==> src/rtl/fifo_thresh_pkg.sv <==
// Shared helpers for the fifo_thresh slice: register-delay macro and width functions.
// Latency: n/a (compile-time only).
// Backpressure: n/a.
`ifndef FIFO_THRESH_TD_DEFINED
`define FIFO_THRESH_TD_DEFINED
// Register delay for sequential assignments; empty so synthesis and simulation agree.
`define TD
`endif

package fifo_thresh_pkg;

    // Pointer width; at least one bit even for degenerate depths.
    function automatic int addr_width(input int depth);
        return (depth > 1) ? $clog2(depth) : 1;
    endfunction

    // Occupancy width: must be able to hold the value DEPTH itself.
    function automatic int count_width(input int depth);
        return $clog2(depth + 1);
    endfunction

endpackage

==> src/rtl/fifo_thresh_if.sv <==
// Producer/consumer valid-ready bundle for fifo_thresh.
// Latency: n/a (wiring only).
// Backpressure: input_ready from the FIFO, output_ready from the consumer.
interface fifo_thresh_if
    import fifo_thresh_pkg::*;
#(
    parameter int W = 8
);
    logic         input_valid;
    logic [W-1:0] input_payload;
    logic         input_ready;
    logic         output_valid;
    logic [W-1:0] output_payload;
    logic         output_ready;

    // Side that feeds and drains the FIFO (producer + consumer stages).
    modport master (
        output input_valid,
        output input_payload,
        output output_ready,
        input  input_ready,
        input  output_valid,
        input  output_payload
    );

    // The FIFO itself.
    modport slave (
        input  input_valid,
        input  input_payload,
        input  output_ready,
        output input_ready,
        output output_valid,
        output output_payload
    );
endinterface

==> src/rtl/fifo_ptr_wrap.sv <==
// Next-pointer for a circular buffer of arbitrary (non-power-of-two) depth.
// Latency: combinational.
// Backpressure: none; caller decides when to advance.
module fifo_ptr_wrap
    import fifo_thresh_pkg::*;
#(
    parameter int DEPTH = 4,
    parameter int AW    = 2
) (
    input  logic [AW-1:0] ptr,
    output logic [AW-1:0] ptr_nxt
);
    localparam logic [AW-1:0] LAST = AW'(DEPTH - 1);

    // Wrap at DEPTH-1 explicitly; binary overflow only matches power-of-two depths.
    always_comb begin
        ptr_nxt = (ptr == LAST) ? '0 : ptr + AW'(1);
    end
endmodule

==> src/rtl/fifo_thresh.sv <==
// Valid/ready FIFO with occupancy count, almost-full/empty flags and sync flush.
// Latency: 1 cycle push-to-output; 0 cycles on empty when FIFO_THRESH_BYPASS_EN is defined.
// Backpressure: input_ready = !full && !flush, independent of output_ready.
module fifo_thresh
    import fifo_thresh_pkg::*;
#(
    parameter int DEPTH         = 4,
    parameter int W             = 8,
    parameter int AFULL_THRESH  = DEPTH - 1,
    parameter int AEMPTY_THRESH = 1
) (
    input  logic                          clk,
    input  logic                          rst_n,
    input  logic                          flush,
    fifo_thresh_if.slave                  bus,
    output logic [count_width(DEPTH)-1:0] count,
    output logic                          almost_full,
    output logic                          almost_empty
);
    localparam int ADDR_WIDTH  = addr_width(DEPTH);
    localparam int COUNT_WIDTH = count_width(DEPTH);

    localparam logic [COUNT_WIDTH-1:0] DEPTH_C  = COUNT_WIDTH'(DEPTH);
    localparam logic [COUNT_WIDTH-1:0] AFULL_C  = COUNT_WIDTH'(AFULL_THRESH);
    localparam logic [COUNT_WIDTH-1:0] AEMPTY_C = COUNT_WIDTH'(AEMPTY_THRESH);
    localparam logic [COUNT_WIDTH-1:0] ONE_C    = COUNT_WIDTH'(1);

    logic [W-1:0]           mem [DEPTH];
    logic [ADDR_WIDTH-1:0]  head_ptr;
    logic [ADDR_WIDTH-1:0]  tail_ptr;
    logic [ADDR_WIDTH-1:0]  head_nxt;
    logic [ADDR_WIDTH-1:0]  tail_nxt;
    logic [COUNT_WIDTH-1:0] count_q;

    logic push;      // handshake on the input side
    logic pop;       // handshake on the output side
    logic push_st;   // push that lands in storage
    logic pop_st;    // pop that drains storage

    fifo_ptr_wrap #(.DEPTH(DEPTH), .AW(ADDR_WIDTH)) u_head_wrap (
        .ptr     (head_ptr),
        .ptr_nxt (head_nxt)
    );

    fifo_ptr_wrap #(.DEPTH(DEPTH), .AW(ADDR_WIDTH)) u_tail_wrap (
        .ptr     (tail_ptr),
        .ptr_nxt (tail_nxt)
    );

    // Accept only with a free slot; a same-cycle pop never frees room for a full FIFO.
    always_comb begin
        bus.input_ready = (count_q < DEPTH_C) && !flush;
    end

`ifdef FIFO_THRESH_BYPASS_EN
    logic byp;

    // Empty FIFO forwards the producer word straight through.
    always_comb begin
        byp                = (count_q == '0) && bus.input_valid && !flush;
        bus.output_valid   = byp || ((count_q != '0) && !flush);
        bus.output_payload = byp ? bus.input_payload : mem[head_ptr];
    end

    // A bypassed word taken by the consumer never touches storage or pointers.
    always_comb begin
        push    = bus.input_valid && bus.input_ready;
        pop     = bus.output_valid && bus.output_ready;
        push_st = push && !(byp && bus.output_ready);
        pop_st  = pop && !byp;
    end
`else
    // Head entry is presented whenever storage is non-empty and no flush is in progress.
    always_comb begin
        bus.output_valid   = (count_q != '0) && !flush;
        bus.output_payload = mem[head_ptr];
    end

    // Every handshake maps directly onto storage.
    always_comb begin
        push    = bus.input_valid && bus.input_ready;
        pop     = bus.output_valid && bus.output_ready;
        push_st = push;
        pop_st  = pop;
    end
`endif

    // Storage write; contents are deliberately not reset.
    always_ff @(posedge clk) begin
        if (push_st) begin
            mem[tail_ptr] <= `TD bus.input_payload;
        end
    end

    // Pointer and occupancy update; reset beats flush, flush beats traffic.
    always_ff @(posedge clk) begin
        if (!rst_n || flush) begin
            head_ptr <= `TD '0;
            tail_ptr <= `TD '0;
            count_q  <= `TD '0;
        end else begin
            if (push_st) begin
                tail_ptr <= `TD tail_nxt;
            end
            if (pop_st) begin
                head_ptr <= `TD head_nxt;
            end
            case ({push_st, pop_st})
                2'b10:   count_q <= `TD count_q + ONE_C;
                2'b01:   count_q <= `TD count_q - ONE_C;
                default: count_q <= `TD count_q;
            endcase
        end
    end

    // Flags decode the registered count so they never see same-cycle traffic.
    always_comb begin
        count        = count_q;
        almost_full  = (count_q >= AFULL_C);
        almost_empty = (count_q <= AEMPTY_C);
    end
endmodule

==> src/flat_wrapper.sv <==
// flat-port wrapper written by rule: the top's interface ports become plain ports
module fifo_thresh_flat import fifo_thresh_pkg::*;
#(
    parameter int DEPTH         = 4,
    parameter int W             = 8,
    parameter int AFULL_THRESH  = DEPTH - 1,
    parameter int AEMPTY_THRESH = 1
)
  (clk, rst_n, flush, count, almost_full, almost_empty, bus_input_valid, bus_input_payload, bus_output_ready, bus_input_ready, bus_output_valid, bus_output_payload);
  fifo_thresh_if #(.W(W)) bus_i ();
  input  logic clk;
  input  logic rst_n;
  input  logic flush;
  output logic [count_width(DEPTH)-1:0] count;
  output logic almost_full;
  output logic almost_empty;
  input wire logic [$bits(bus_i.input_valid)-1:0] bus_input_valid;
  input wire logic [$bits(bus_i.input_payload)-1:0] bus_input_payload;
  input wire logic [$bits(bus_i.output_ready)-1:0] bus_output_ready;
  output wire logic [$bits(bus_i.input_ready)-1:0] bus_input_ready;
  output wire logic [$bits(bus_i.output_valid)-1:0] bus_output_valid;
  output wire logic [$bits(bus_i.output_payload)-1:0] bus_output_payload;
  assign bus_i.input_valid = bus_input_valid;
  assign bus_i.input_payload = bus_input_payload;
  assign bus_i.output_ready = bus_output_ready;
  assign bus_input_ready = bus_i.input_ready;
  assign bus_output_valid = bus_i.output_valid;
  assign bus_output_payload = bus_i.output_payload;
  fifo_thresh #(.DEPTH(DEPTH), .W(W), .AFULL_THRESH(AFULL_THRESH), .AEMPTY_THRESH(AEMPTY_THRESH)) u_core (.clk(clk), .rst_n(rst_n), .flush(flush), .bus(bus_i), .count(count), .almost_full(almost_full), .almost_empty(almost_empty));
endmodule
==> config.mk <==
export PLATFORM = sky130hd
export DESIGN_NAME = fifo_thresh_flat
export DESIGN_NICKNAME = d
export VERILOG_FILES = /design/src/rtl/fifo_thresh_pkg.sv /design/src/rtl/fifo_thresh_if.sv /design/src/rtl/fifo_ptr_wrap.sv /design/src/rtl/fifo_thresh.sv /design/src/flat_wrapper.sv
export SDC_FILE = /design/constraint.sdc
export NUM_CORES = 1
export LEC_CHECK = 0
export CORE_AREA = 2 2 66 68
export DETAILED_ROUTE_END_ITERATION = 10
export DIE_AREA = 0 0 68 70
export GPL_TIMING_DRIVEN = 0
export PLACE_DENSITY_LB_ADDON = 0.25
export SETUP_SLACK_MARGIN = 0.02
export SLEW_MARGIN = 20
export SYNTH_ARGS = -nofsm -noshare
export SYNTH_HDL_FRONTEND = slang
export SYNTH_SLANG_ARGS = --single-unit
export TNS_END_PERCENT = 50
==> constraint.sdc <==
create_clock -name clk -period 3.05 [get_ports clk]
set_clock_uncertainty 0.15 [all_clocks]
set_input_delay 0.305 -clock clk [delete_from_list [all_inputs] [get_ports clk]]
set_output_delay 0.305 -clock clk [all_outputs]
set_load 0.005 [all_outputs]
# Word level (Yosys, flattened, before mapping)
# Memory sizes are Yosys's and may differ from the RTL's. A register that Yosys moved wholly into a read port is not among the register bits.
# Index checks and enable logic that the tools add are counted.
totals:
  reg_bits: 7
  latch_bits: 0
  mem_bits_rw: 32
  romBits: 0
  out_inout_bits: 15
  n_memories: 1
mem_list:
  columns: ["memory", "depth", "word_bits", "rd", "rd_clocked_by_memory_dff", "write_ports", "line_no", "source"]
  rows:
  - ["u_core.mem", 4, 8, 1, 1, 1, "fifo_thresh.sv:28", "logic [W-1:0] mem [DEPTH];"]
classes:
  add_sub_neg: 4
  n_mul: 0
  div: 0
  magnitude_cmp: 3
  eq_ne: 4
  shift: 0
  muxes: 7
  n_bitwise: 0
  reduce_logical: 9
op_table:
  columns: ["operator", "count"]
  rows:
  - ["two-way mux 2 bit", 4]
  - ["== test 2 bit, second input constant", 3]
  - ["one-hot mux 3 bit (2 select lines)", 1]
  - ["adder 2 x 1 -> 2 bit, second input constant", 2]
  - ["logical AND 1 bit", 4]
  - ["adder 3 x 1 -> 3 bit, second input constant", 1]
  - [">= comparator 3 x 2 -> 1 bit, second input constant", 1]
  - ["less-or-equal comparator 3 x 1 -> 1 bit, second input constant", 1]
  - ["less-than comparator 3 bit, second input constant", 1]
  - ["nonzero test 3 bit", 1]
  - ["subtractor 3 x 1 -> 3 bit, second input constant", 1]
  - ["== test 2 x 1 -> 1 bit, second input constant", 1]
  - ["zero test 1 bit", 2]
  - ["two-way mux 1 bit", 2]
  - ["nonzero test 2 bit", 1]
  - ["logical OR 1 bit", 1]

# Longest topological paths before layout
# Gate-level depths: netlist (run 1).
depth:
  depth_word: 5
  ltp_mapped: 8
  mapped_depth_nobuf: 8

# Modules after synthesis
# Synthesis (run 1) repeated with hierarchy kept, for this count alone.
unflattened:
  hier_cells: 103
  area_unflattened_um2: 1685.4
modules_own_cells:
  columns: ["module", "instances", "cells_per_inst", "area_per_inst_um2", "seq_area_each_um2"]
  rows:
  - ["fifo_thresh", 1, 99, 1652.8, 1141.1]
  - ["fifo_ptr_wrap", 2, 2, 16.3, 0.0]

# Worst setup path before layout (run 1)
# Ideal clock, no wire load.
synth_path:
  kind: "reg2reg"
  from: "register u_core.count_q[0], in the netlist u_core.count[0]"
  to: "register u_core.count_q[2], in the netlist u_core.count[2]"
  setup_time_ns: 0.070
  t_arrival_ns: 1.565
  required_ns: 2.830
  path_slack_ns: 1.265
  path_stages_with_launch: 9
  n_path_buf: 0
  period_less_slack_ns: 1.785
  path_cell_list: "dfxtp_1 > inv_1 > ha_1 > nand2b_1 > and2_1 > ha_1 > nor3_1 > a31oi_1 > a21oi_1"
synth_between:
  elab_chain_len: 5
  elab_cells_between_ends: 12
  cone_classes: "add/sub (2); order compare (1); eq/ne (2); mux (1); reduce/logical (6)"
synth_rtl:
  columns: ["element", "line_no", "source"]
  rows:
  - ["start: declaration", "fifo_thresh.sv:33", "logic [COUNT_WIDTH-1:0] count_q;"]
  - ["start signal: assignment", "fifo_thresh.sv:100", "count_q <= `TD '0;"]
  - ["start signal: assignment", "fifo_thresh.sv:109", "2'b10: count_q <= `TD count_q + ONE_C;"]
  - ["start signal: assignment", "fifo_thresh.sv:110", "2'b01: count_q <= `TD count_q - ONE_C;"]
  - ["less-than comparator 3 bit / nonzero test 3 bit (equally long branches)", "fifo_thresh.sv:52, fifo_thresh.sv:75", null]
  - ["logical AND 1 bit, on equally long branches", "fifo_thresh.sv:52, fifo_thresh.sv:75", null]
  - ["logical AND 1 bit, on equally long branches", "fifo_thresh.sv:81, fifo_thresh.sv:82", null]
  - ["== test 2 x 1 -> 1 bit / == test 2 bit (equally long branches)", "fifo_thresh.sv:108", "case ({push_st, pop_st})"]
  - ["one-hot mux 3 bit (2 select lines) / nonzero test 2 bit (equally long branches)", null, null]
# Several ways; a longest one is shown, not always the timed one.
# A chain may end at the register's enable or synchronous reset.

==> results of run 1 <==
-- worst max-delay path, delay by kind of cell (launching register included) --
family | cells | cell delay [ns]
buffers and inverters | 2 | 0.73
DFF | 1 | 0.30
muxes | 1 | 0.55
-- synthesized netlist by cell type --
library cell | n | area, um2
edfxtp_1 | 32 | 961
ha_1 | 11 | 138
nor2_1 | 10 | 37.5
dfxtp_1 | 9 | 180
mux4_2 | 8 | 180
inv_1 | 6 | 22.5
and2_2 | 4 | 30.0
o21ai_0 | 4 | 20.0
a21oi_1 | 3 | 15.0
nor2b_1 | 3 | 18.8
mux2i_1 | 2 | 20.0
nand2_1 | 2 | 7.51
nand2b_1 | 2 | 12.5
nand4_1 | 2 | 12.5
xor2_1 | 2 | 17.5
a211oi_1 | 1 | 7.51
a31oi_1 | 1 | 6.26
and2_1 | 1 | 6.26
buf_2 | 1 | 5.00
buf_6 | 1 | 11.3
clkbuf_1 | 1 | 3.75
nor3_1 | 1 | 5.00
nor3b_4 | 1 | 18.8
-- worst min path at each step --
stage	to	slack [ns]	cells after the start	start
4_1_cts	u_core.head_ptr[1]$_SDFFE_PP0N_	0.36	2	u_core.head_ptr[1]$_SDFFE_PP0N_
6_report	u_core.head_ptr[1]$_SDFFE_PP0N_	0.36	2	u_core.head_ptr[1]$_SDFFE_PP0N_
3_5_place_dp	flip-flop	0.35	2	u_core.head_ptr[1]$_SDFFE_PP0N_
3_3_place_gp	u_core.head_ptr[1]$_SDFFE_PP0N_	0.33	2	u_core.head_ptr[1]$_SDFFE_PP0N_
5_1_grt	flip-flop	0.40	2	u_core.head_ptr[1]$_SDFFE_PP0N_
2_1_floorplan	u_core.mem[0][0]$_DFFE_PP_	0.25	0	bus_input_payload[0]
-- cell type report --
cell class,instances,area (um2)
multi-input cells,58,553
inverters,6,22.5
flip-flops and latches,41,1140
fillers,340,1990
plain buffers,3,20.0
clock buffers,6,72.6
clock inverters,2,10.0
repair buffers,27,270
well taps,52,65.1
-- power by group --
| part | switching [mW] | total [mW] | internal, mW |
|---|---|---|---|
| combinational | 0.0314 | 0.0768 | 0.0454 |
| sequential | 0.00343 | 0.613 | 0.610 |
| clock | 0.171 | 0.329 | 0.158 |
-- metal layers --
layer / wire length (um) / part of all wire, % / vias up
met1: 1150 / 42 / 467
met2: 1450 / 53 / 18
met4: 29 / 1.1 / 0
met5: 0 / 0 / -
li1: - / - / 468
met3: 88 / 3.2 / 2
-- metrics by stage --
| stage | setup WS (ns) | instances |
|---|---|---|
| 2_1_floorplan | 1.26 | 108 |
| 3_3_place_gp | 0.813 | 187 |
| 3_5_place_dp | 0.773 | 187 |
| 4_1_cts | 0.673 | 195 |
| 5_1_grt | 0.590 | 195 |
| 6_report | 0.723 | 195 |
-- cell families (layout without fill, tap and decap cells) --
logic type / after synthesis / after routing / share of synthesized area (%)
fa+ha+maj: 11 / 11 / 7.92
buf+inv: 9 / 44 / 2.45
flops: 41 / 41 / 65.7
simple gates: 26 / 26 / 8.57
xor+xnor: 2 / 2 / 1.01
compound gates: 9 / 9 / 2.81
mux: 10 / 10 / 11.5
-- state kept, by name (all words and copies together), names as in the netlist, named ones only --
| name | flops |
|---|---|
| u_core.mem | 32 |
| u_core.count | 3 |
| u_core.tail_ptr | 2 |
| u_core.head_ptr | 2 |
==> results.json, run 1 <==
{
  "status": "completed",
  "cts_sinks": 41,
  "cp.arrival_ns": 1.87,
  "p_total_mw": 1.02,
  "crit_path_end_kind": "output pin",
  "top_usage_layer": "met2",
  "drive_gt1_share_pct": 15.4,
  "h-tree-depth": 2,
  "placed_area_um2": 2070,
  "fin_setup_tns_ns": 0,
  "place_congestion": 0.700,
  "dieArea_um2": 4760,
  "vias": 955,
  "dp_hpwl_um": 1980,
  "tightest_slew_ns": 0.518,
  "port_buffers": 27,
  "seq_area_frac_synth_pct": 65.7,
  "die_h_um": 70,
  "met1_usage_pct": 16.2,
  "path_cells": "buf_2 -> mux4_2 -> clkdlybuf4s50_1",
  "die_width_um": 68,
  "r2r-start": "u_core.count[0]$_SDFFE_PP0P_",
  "grt_max_degree": 13,
  "pwr_density_cell_nw_per_um2": 473,
  "wl_per_cell_um": 13.9,
  "crit_slowest_cell": "mux4_2",
  "yosysWarningCount": 0,
  "ys_types": 23,
  "peakVddDrop_v": 0.000308,
  "io_pins": 28,
  "relSlewSlack_pct": 65.5,
  "syn_to_final_growth_pct": 24.1,
  "reg2reg_depth": 8,
  "cp-start-kind": "flip-flop",
  "syn_avg_cell_area_um2": 16.1,
  "dr.pass1.iters": 5,
  "r2r-end": "u_core.count[2]$_SDFFE_PP0P_",
  "maxCapViolCount": 0,
  "met3_usage_pct": 5.31,
  "n_antenna_cell": 0,
  "via_per_inst": 4.90,
  "grt_pass1_vias": 977,
  "clk_pin_slew_ns": 0.07,
  "syn_area_um2": 1740,
  "layout_commonest_cell": "edfxtp_1",
  "overflow": 0,
  "hold_path_class": "flip-flop to flip-flop",
  "syn_nets": 132,
  "fin_crit_sh_pct": 76.3,
  "antenna_found_initial": 0,
  "rsz0062_at_grt": "no",
  "grt_pass1_wl_um": 4640,
  "min_period_ns": 2.33,
  "ff2ff_setup_slack_ns": 1.07,
  "critPathMaxStageDelay_ns": 0.55,
  "cts-resized-gates": 0,
  "drc": 0,
  "p_leak_nw": 0.741,
  "fin_util_pct": 52.0,
  "initial_core_util_pct": 41.9,
  "cts_buffer_depth": 2,
  "cts_buffers": 5,
  "tritoncts": "built",
  "slew_violations": 0,
  "stdcell_area_um2": 2150,
  "rows": 24,
  "routed_wl_um": 2720,
  "most-common-layout-cells": "32 x edfxtp_1, 27 x clkdlybuf4s50_1, 11 x ha_1",
  "ant_nets": 0,
  "synthCells": 108,
  "first_iter_violations": 66,
  "crit_required_ns": 2.59,
  "setup_violations": 0,
  "synth_seq_cells": 41,
  "core_area_um2": 4140,
  "groute.usage.overall_pct": 13.7,
  "holdWs_ns": 0.362,
  "clk_latency_ns": 0.28,
  "crit_fanout": 8,
  "crit_type": "flip-flop to output pin",
  "max_clock_freq_mhz": 430,
  "root_buffer": "clkbuf_8",
  "hold_viol": 0,
  "cts-hold-fix-buffers": 0,
  "post-cts-setup-buffers": 0,
  "grt_util_met2_pct": 21.9,
  "nNetsFinal": 166,
  "timing.critical_path.to": "bus_output_payload[3]"
}
(Power assumes the default switching activity.)
==> run 2: changes to the inputs <==
Clock period 3.05 ns to 2.4 ns, I/O delays scaled along.
==> run 2 against run 1 <==
Sequential share of layout area shrank 0.061 points. Critical path depth is the same. Combinational power increased by 27%. Die area did not move. Routed wire length is 0.40% higher. Design area grew 0.12%. Clock-buffer cell count did not move. Utilization increased by 0.060 points. Critical endpoint unchanged. Largest power group unchanged.
==> results.json, run 2 (same netlist as run 1, synthesis figures left out) <==
{
  "dr.pass1.iters": 5,
  "rows": 24,
  "crit_family": "buffers and inverters",
  "peakVddDrop_v": 0.000391,
  "cp-start-kind": "flip-flop",
  "p_total_mw": 1.30,
  "port_buffers": 27,
  "relSlewSlack_pct": 65.4,
  "syn_to_final_growth_pct": 24.2,
  "die_h_um": 70,
  "via_per_inst": 4.89,
  "pwr-share-seq_pct": 60.1,
  "grt_max_degree": 13,
  "max_clock_freq_mhz": 445,
  "core_area_um2": 4140,
  "crit_slowest_cell": "clkdlybuf4s50_1",
  "dp_hpwl_um": 1980,
  "crit_required_ns": 2.01,
  "clk_pin_slew_ns": 0.07,
  "cts_buffer_depth": 2,
  "ant_nets": 0,
  "multi_input_area_um2": 553,
  "slew_violations": 0,
  "path_cells": "clkbuf_1 -> mux4_2 -> clkdlybuf4s50_1",
  "internal-power_mw": 1.03,
  "hold_path_class": "flip-flop to flip-flop",
  "critPathMaxStageDelay_ns": 0.46,
  "antenna_found_initial": 0,
  "rsz0062_at_grt": "no",
  "p_switching_mw": 0.262,
  "cts_sinks": 41,
  "top_register": "u_core.mem",
  "place_congestion": 0.700,
  "drive_gt1_share_pct": 15.4,
  "root_buffer": "clkbuf_8",
  "status": "completed",
  "tritoncts": "built",
  "grt_pass1_wl_um": 4640,
  "nFillCells": 340,
  "n_antenna_cell": 0,
  "crit_path_end_kind": "output pin",
  "dieArea_um2": 4760,
  "routed_wl_um": 2730,
  "cts_buffers": 5,
  "fin_crit_sh_pct": 93.6,
  "setup_violations": 0,
  "p_leak_nw": 0.741,
  "nNetsFinal": 166,
  "crit_type": "flip-flop to output pin",
  "largest_register_ffs": 32,
  "pwr_density_cell_nw_per_um2": 601,
  "first_iter_violations": 64,
  "die_width_um": 68,
  "regArea_um2": 1140,
  "clkPwrFrac_pct": 32.3,
  "crit_fanout": 8,
  "overflow": 0,
  "wl_per_cell_um": 14.0,
  "combPwrFrac_pct": 7.5,
  "p_sw_share_pct": 20.2,
  "hold_viol": 0,
  "h-tree-depth": 2,
  "cp.arrival_ns": 1.86,
  "vias": 953,
  "critPathBufInv": 2,
  "most-common-layout-cells": "32 x edfxtp_1, 27 x clkdlybuf4s50_1, 11 x ha_1",
  "io_pins": 28,
  "grt_pass1_vias": 977,
  "maxCapViolCount": 0,
  "layout_commonest_cell": "edfxtp_1",
  "drc": 0,
  "min_period_ns": 2.25,
  "fin_setup_tns_ns": 0,
  "clk_latency_ns": 0.28,
  "groute.usage.overall_pct": 13.7,
  "tightest_slew_ns": 0.518,
  "initial_core_util_pct": 41.9
}
run 2: repair_timing:
item | in CTS | in global routing
setup endpoints to repair | 0 | 4
buffers inserted | 0 | 0
hold buffers | 0 | 0
resized for setup | 0 | 1
hold endpoints to repair | 0 | 0
run 2: worst paths after layout:
| path | startpoint | endpoint | slack (ns) | depth (start not counted) |
|---|---|---|---|---|
| setup reg to reg | u_core.count[0]$_SDFFE_PP0P_ | u_core.count[2]$_SDFFE_PP0P_ | 0.42 | 8 |
| hold / removal | u_core.head_ptr[1]$_SDFFE_PP0N_ | u_core.head_ptr[1]$_SDFFE_PP0N_ | 0.36 | 2 |
| setup / recovery | flip-flop | bus_output_payload[3] | 0.15 | 3 |
| hold reg to reg | u_core.head_ptr[1]$_SDFFE_PP0N_ | u_core.head_ptr[1]$_SDFFE_PP0N_ | 0.36 | 2 |
run 2: power by group through the flow:
stage | combinational, mW | sequential (mW) | clock (mW)
finish | 0.0977 | 0.779 | 0.419
detailed placement | 0.0989 | 0.796 | 0
floorplan | 0.0418 | 0.795 | 0
global route | 0.108 | 0.781 | 0.466
CTS | 0.0993 | 0.779 | 0.431
global placement | 0.0958 | 0.795 | 0
run 2: per-layer routing:
layer  vias up  global-route usage (%)  part of all wire (%)
met1       467                    16.2                    43
met5         -                       0                     0
met3         2                    5.31                   3.2
met2        16                    21.9                    53
li1        468                       -                     -
met4         0                    5.33                   1.1
run 2: worst min-delay path: cells and delay by family (launching register included):
family             cells  cell delay (ns)
DFF                    1             0.32
AOI/OAI and AO/OA      1             0.08
and+or+nand+nor        1             0.05
run 2: final cells by class:
class | instances | area share (%)
Inverter | 6 | 1.04
Multi-Input combinational cell | 58 | 25.6
Timing Repair Buffer | 27 | 12.5
Buffer | 3 | 1.04
Clock inverter | 2 | 0.464
Sequential cell | 41 | 52.9
Tap cell | 52 | 3.02
Clock buffer | 6 | 3.36
run 2: per-stage QoR:
| step | utilization (%) | instance area (um2) | setup slack, ns | hold WS, ns | cells |
|---|---|---|---|---|---|
| after floorplan | - | 1740 | 0.615 | 0.189 | 108 |
| after global placement | 50.0 | 2070 | 0.228 | 0.334 | 187 |
| after detailed placement | 50.0 | 2070 | 0.188 | 0.354 | 187 |
| after CTS | 52.0 | 2150 | 0.0880 | 0.362 | 195 |
| after global routing | 52.1 | 2160 | 0.0518 | 0.397 | 195 |
| final | 52.1 | 2160 | 0.155 | 0.362 | 195 |
==> run 3: changes to the inputs <==
Settings changed: ABC_AREA from default to 1.
Clock period 2.4 ns to 2.2 ns, I/O delays scaled along.
==> run 3 against run 2 <==
Final cell count grew 25%. Combinational power grew 47%. Highest routed layer unchanged. Via count increased by 24%. Sequential share of layout area is 2.3 points lower. Design area up 4.9%. Area after synthesis is 2.6% higher. Largest power group unchanged. Sequential cell count unchanged. Hold slack better by 0.011 ns. First-iteration DRC count rose by 33%. Sequential power grew 10%.
==> results.json, run 3 <==
{
  "status": "completed",
  "syn_avg_cell_area_um2": 11.4,
  "dp_hpwl_um": 2420,
  "initial_core_util_pct": 43.0,
  "port_buffers": 27,
  "drc": 0,
  "rows": 24,
  "grt_pass1_wl_um": 5730,
  "p_leak_nw": 0.888,
  "cts_sinks": 41,
  "routed_wl_um": 3480,
  "synth.most_common_cell": "nor2_1",
  "setup_violations": 0,
  "nFillCells": 359,
  "synth_top_area_cell": "edfxtp_1",
  "synthArstFlopShare_pct": 0,
  "met3_usage_pct": 6.28,
  "grt_util_met2_pct": 26.8,
  "nNetsFinal": 214,
  "wl_per_cell_um": 14.3,
  "max_clock_freq_mhz": 479,
  "clk_pin_slew_ns": 0.07,
  "syn_area_um2": 1780,
  "cts_buffers": 5,
  "core_area_um2": 4140,
  "path_cells": "inv_1 -> ha_1 -> a21oi_1 -> clkdlybuf4s50_1",
  "layout_commonest_cell": "nor2_1",
  "hold_path_class": "flip-flop to flip-flop",
  "ant_nets": 0,
  "hold_viol": 0,
  "drive_gt1_share_pct": 12.0,
  "crit_required_ns": 1.83,
  "top_usage_layer": "met2",
  "tritoncts": "built",
  "relSlewSlack_pct": 45.1,
  "cts_buffer_depth": 2,
  "antenna_found_initial": 0,
  "slew_violations": 0,
  "cp.arrival_ns": 1.72,
  "most-common-layout-cells": "33 x nor2_1, 32 x edfxtp_1, 26 x clkdlybuf4s50_1",
  "pre_cts_ws_ns": 0.0548,
  "min_period_ns": 2.09,
  "synth_top_area_share_pct": 53.9,
  "met1_usage_pct": 21.1,
  "yosys_most_used_dff": "edfxtp_1",
  "vias": 1181,
  "synthCells": 156,
  "stdcell_area_um2": 2260,
  "root_buffer": "clkbuf_8",
  "clk_latency_ns": 0.29,
  "dp.cells": 235,
  "io_pins": 28,
  "critPathMaxStageDelay_ns": 0.52,
  "overflow": 0,
  "fin_util_pct": 54.6,
  "final_cells": 243,
  "peakVddDrop_v": 0.000462,
  "seq_area_frac_synth_pct": 64.0,
  "dr.pass1.iters": 4,
  "p_total_mw": 1.70,
  "holdWs_ns": 0.373,
  "grt_pass1_vias": 1169,
  "syn_to_final_growth_pct": 27.0,
  "yosysWarningCount": 0,
  "top_register": "u_core.mem",
  "synthTopCellsByCount": "33 x nor2_1, 32 x edfxtp_1, 18 x o21ai_0",
  "grt_max_degree": 14,
  "dieArea_um2": 4760,
  "synth_edf_count": 32,
  "crit_fanout": 6,
  "via_per_inst": 4.86,
  "first_iter_violations": 85,
  "pwr_density_cell_nw_per_um2": 753,
  "maxCapViolCount": 0,
  "crit_type": "flip-flop to output pin",
  "setup_slack_ns": 0.113,
  "place_congestion": 0.732,
  "crit_path_end_kind": "output pin",
  "synth_seq_cells": 41,
  "die_h_um": 70,
  "h-tree-depth": 2,
  "tightest_slew_ns": 0.820,
  "fin_crit_sh_pct": 94.9,
  "rsz0062_at_grt": "yes",
  "ys_types": 19,
  "fin_setup_tns_ns": 0,
  "groute.usage.overall_pct": 16.8,
  "largest_register_ffs": 32,
  "syn_nets": 180,
  "synth.top_cells.by_area": "edfxtp_1 54%, dfxtp_1 10%, ha_1 7.7%, nor2_1 7.0%, o21ai_0 5.1%",
  "placed_area_um2": 2120,
  "crit_slowest_cell": "clkdlybuf4s50_1",
  "n_antenna_cell": 0,
  "die_width_um": 68,
  "cp-start-kind": "flip-flop"
}
## run 3: changes by cell type after synthesis, moves of 4 or more
cell | before | now
o21ai_0 | 4 | 18
and2_2 | 4 | 0
nor2_1 | 10 | 33
nand2_1 | 2 | 8
inv_1 | 6 | 17
o22ai_1 | 0 | 8
mux4_2 | 8 | 0
## run 3: layout make-up
type	count	area [um2]	area share (%)
clock inverter	3	65.1	2.87
buffer	2	22.5	0.995
clock buffer	5	68.8	3.04
multi-input combinational	93	543	24.0
inverter	20	80.1	3.54
tap	52	65.1	2.87
timing repair buffer	27	273	12.1
sequential	41	1150	50.6
## run 3: kinds of logic after synthesis
group	synth area share (%)
XOR/XNOR	0.492
AND/OR/NAND/NOR	11.2
flip-flops	64.0
adder cells (fa/ha/maj)	7.72
buffers and inverters	5.48
AO/OA/AOI/OAI	11.0
## run 3: report_power, final
group	internal [mW]	switching, mW
registers	0.849	0.00991
clock network	0.450	0.252
logic	0.0753	0.0682
total	1.37	0.330
## run 3: metal layers
metal	share of wire (%)	routed length, um
met2	50	1750
met5	0	0
met3	3.7	129
met1	44	1550
met4	1.4	48
## run 3: timing repair
action	in CTS	in global routing
endpoints found under the hold margin	0	0
resized for setup	2	5
setup endpoints to repair	8	8
pin swaps	0	0
cloned	0	0
buffers inserted	0	0
hold buffers	0	0
## run 3: path summary, 6_finish.rpt
kind	start	end	slack [ns]	cells after the start
max	u_core.count[0]$_SDFFE_PP0P_	bus_output_valid	0.11	4
min	u_core.count[0]$_SDFFE_PP0P_	u_core.count[0]$_SDFFE_PP0P_	0.37	1
max reg2reg	u_core.count[0]$_SDFFE_PP0P_	u_core.count[2]$_SDFFE_PP0P_	0.35	11
min reg2reg	u_core.count[0]$_SDFFE_PP0P_	u_core.count[0]$_SDFFE_PP0P_	0.37	1
## run 3: worst max-delay path, delay by kind of cell, from the launching register on
kind                       cells  cell delay, ns
AOI/OAI and AO/OA              1            0.15
buffers and inverters          2            0.63
DFF                            1            0.41
adders and majority gates      1            0.24
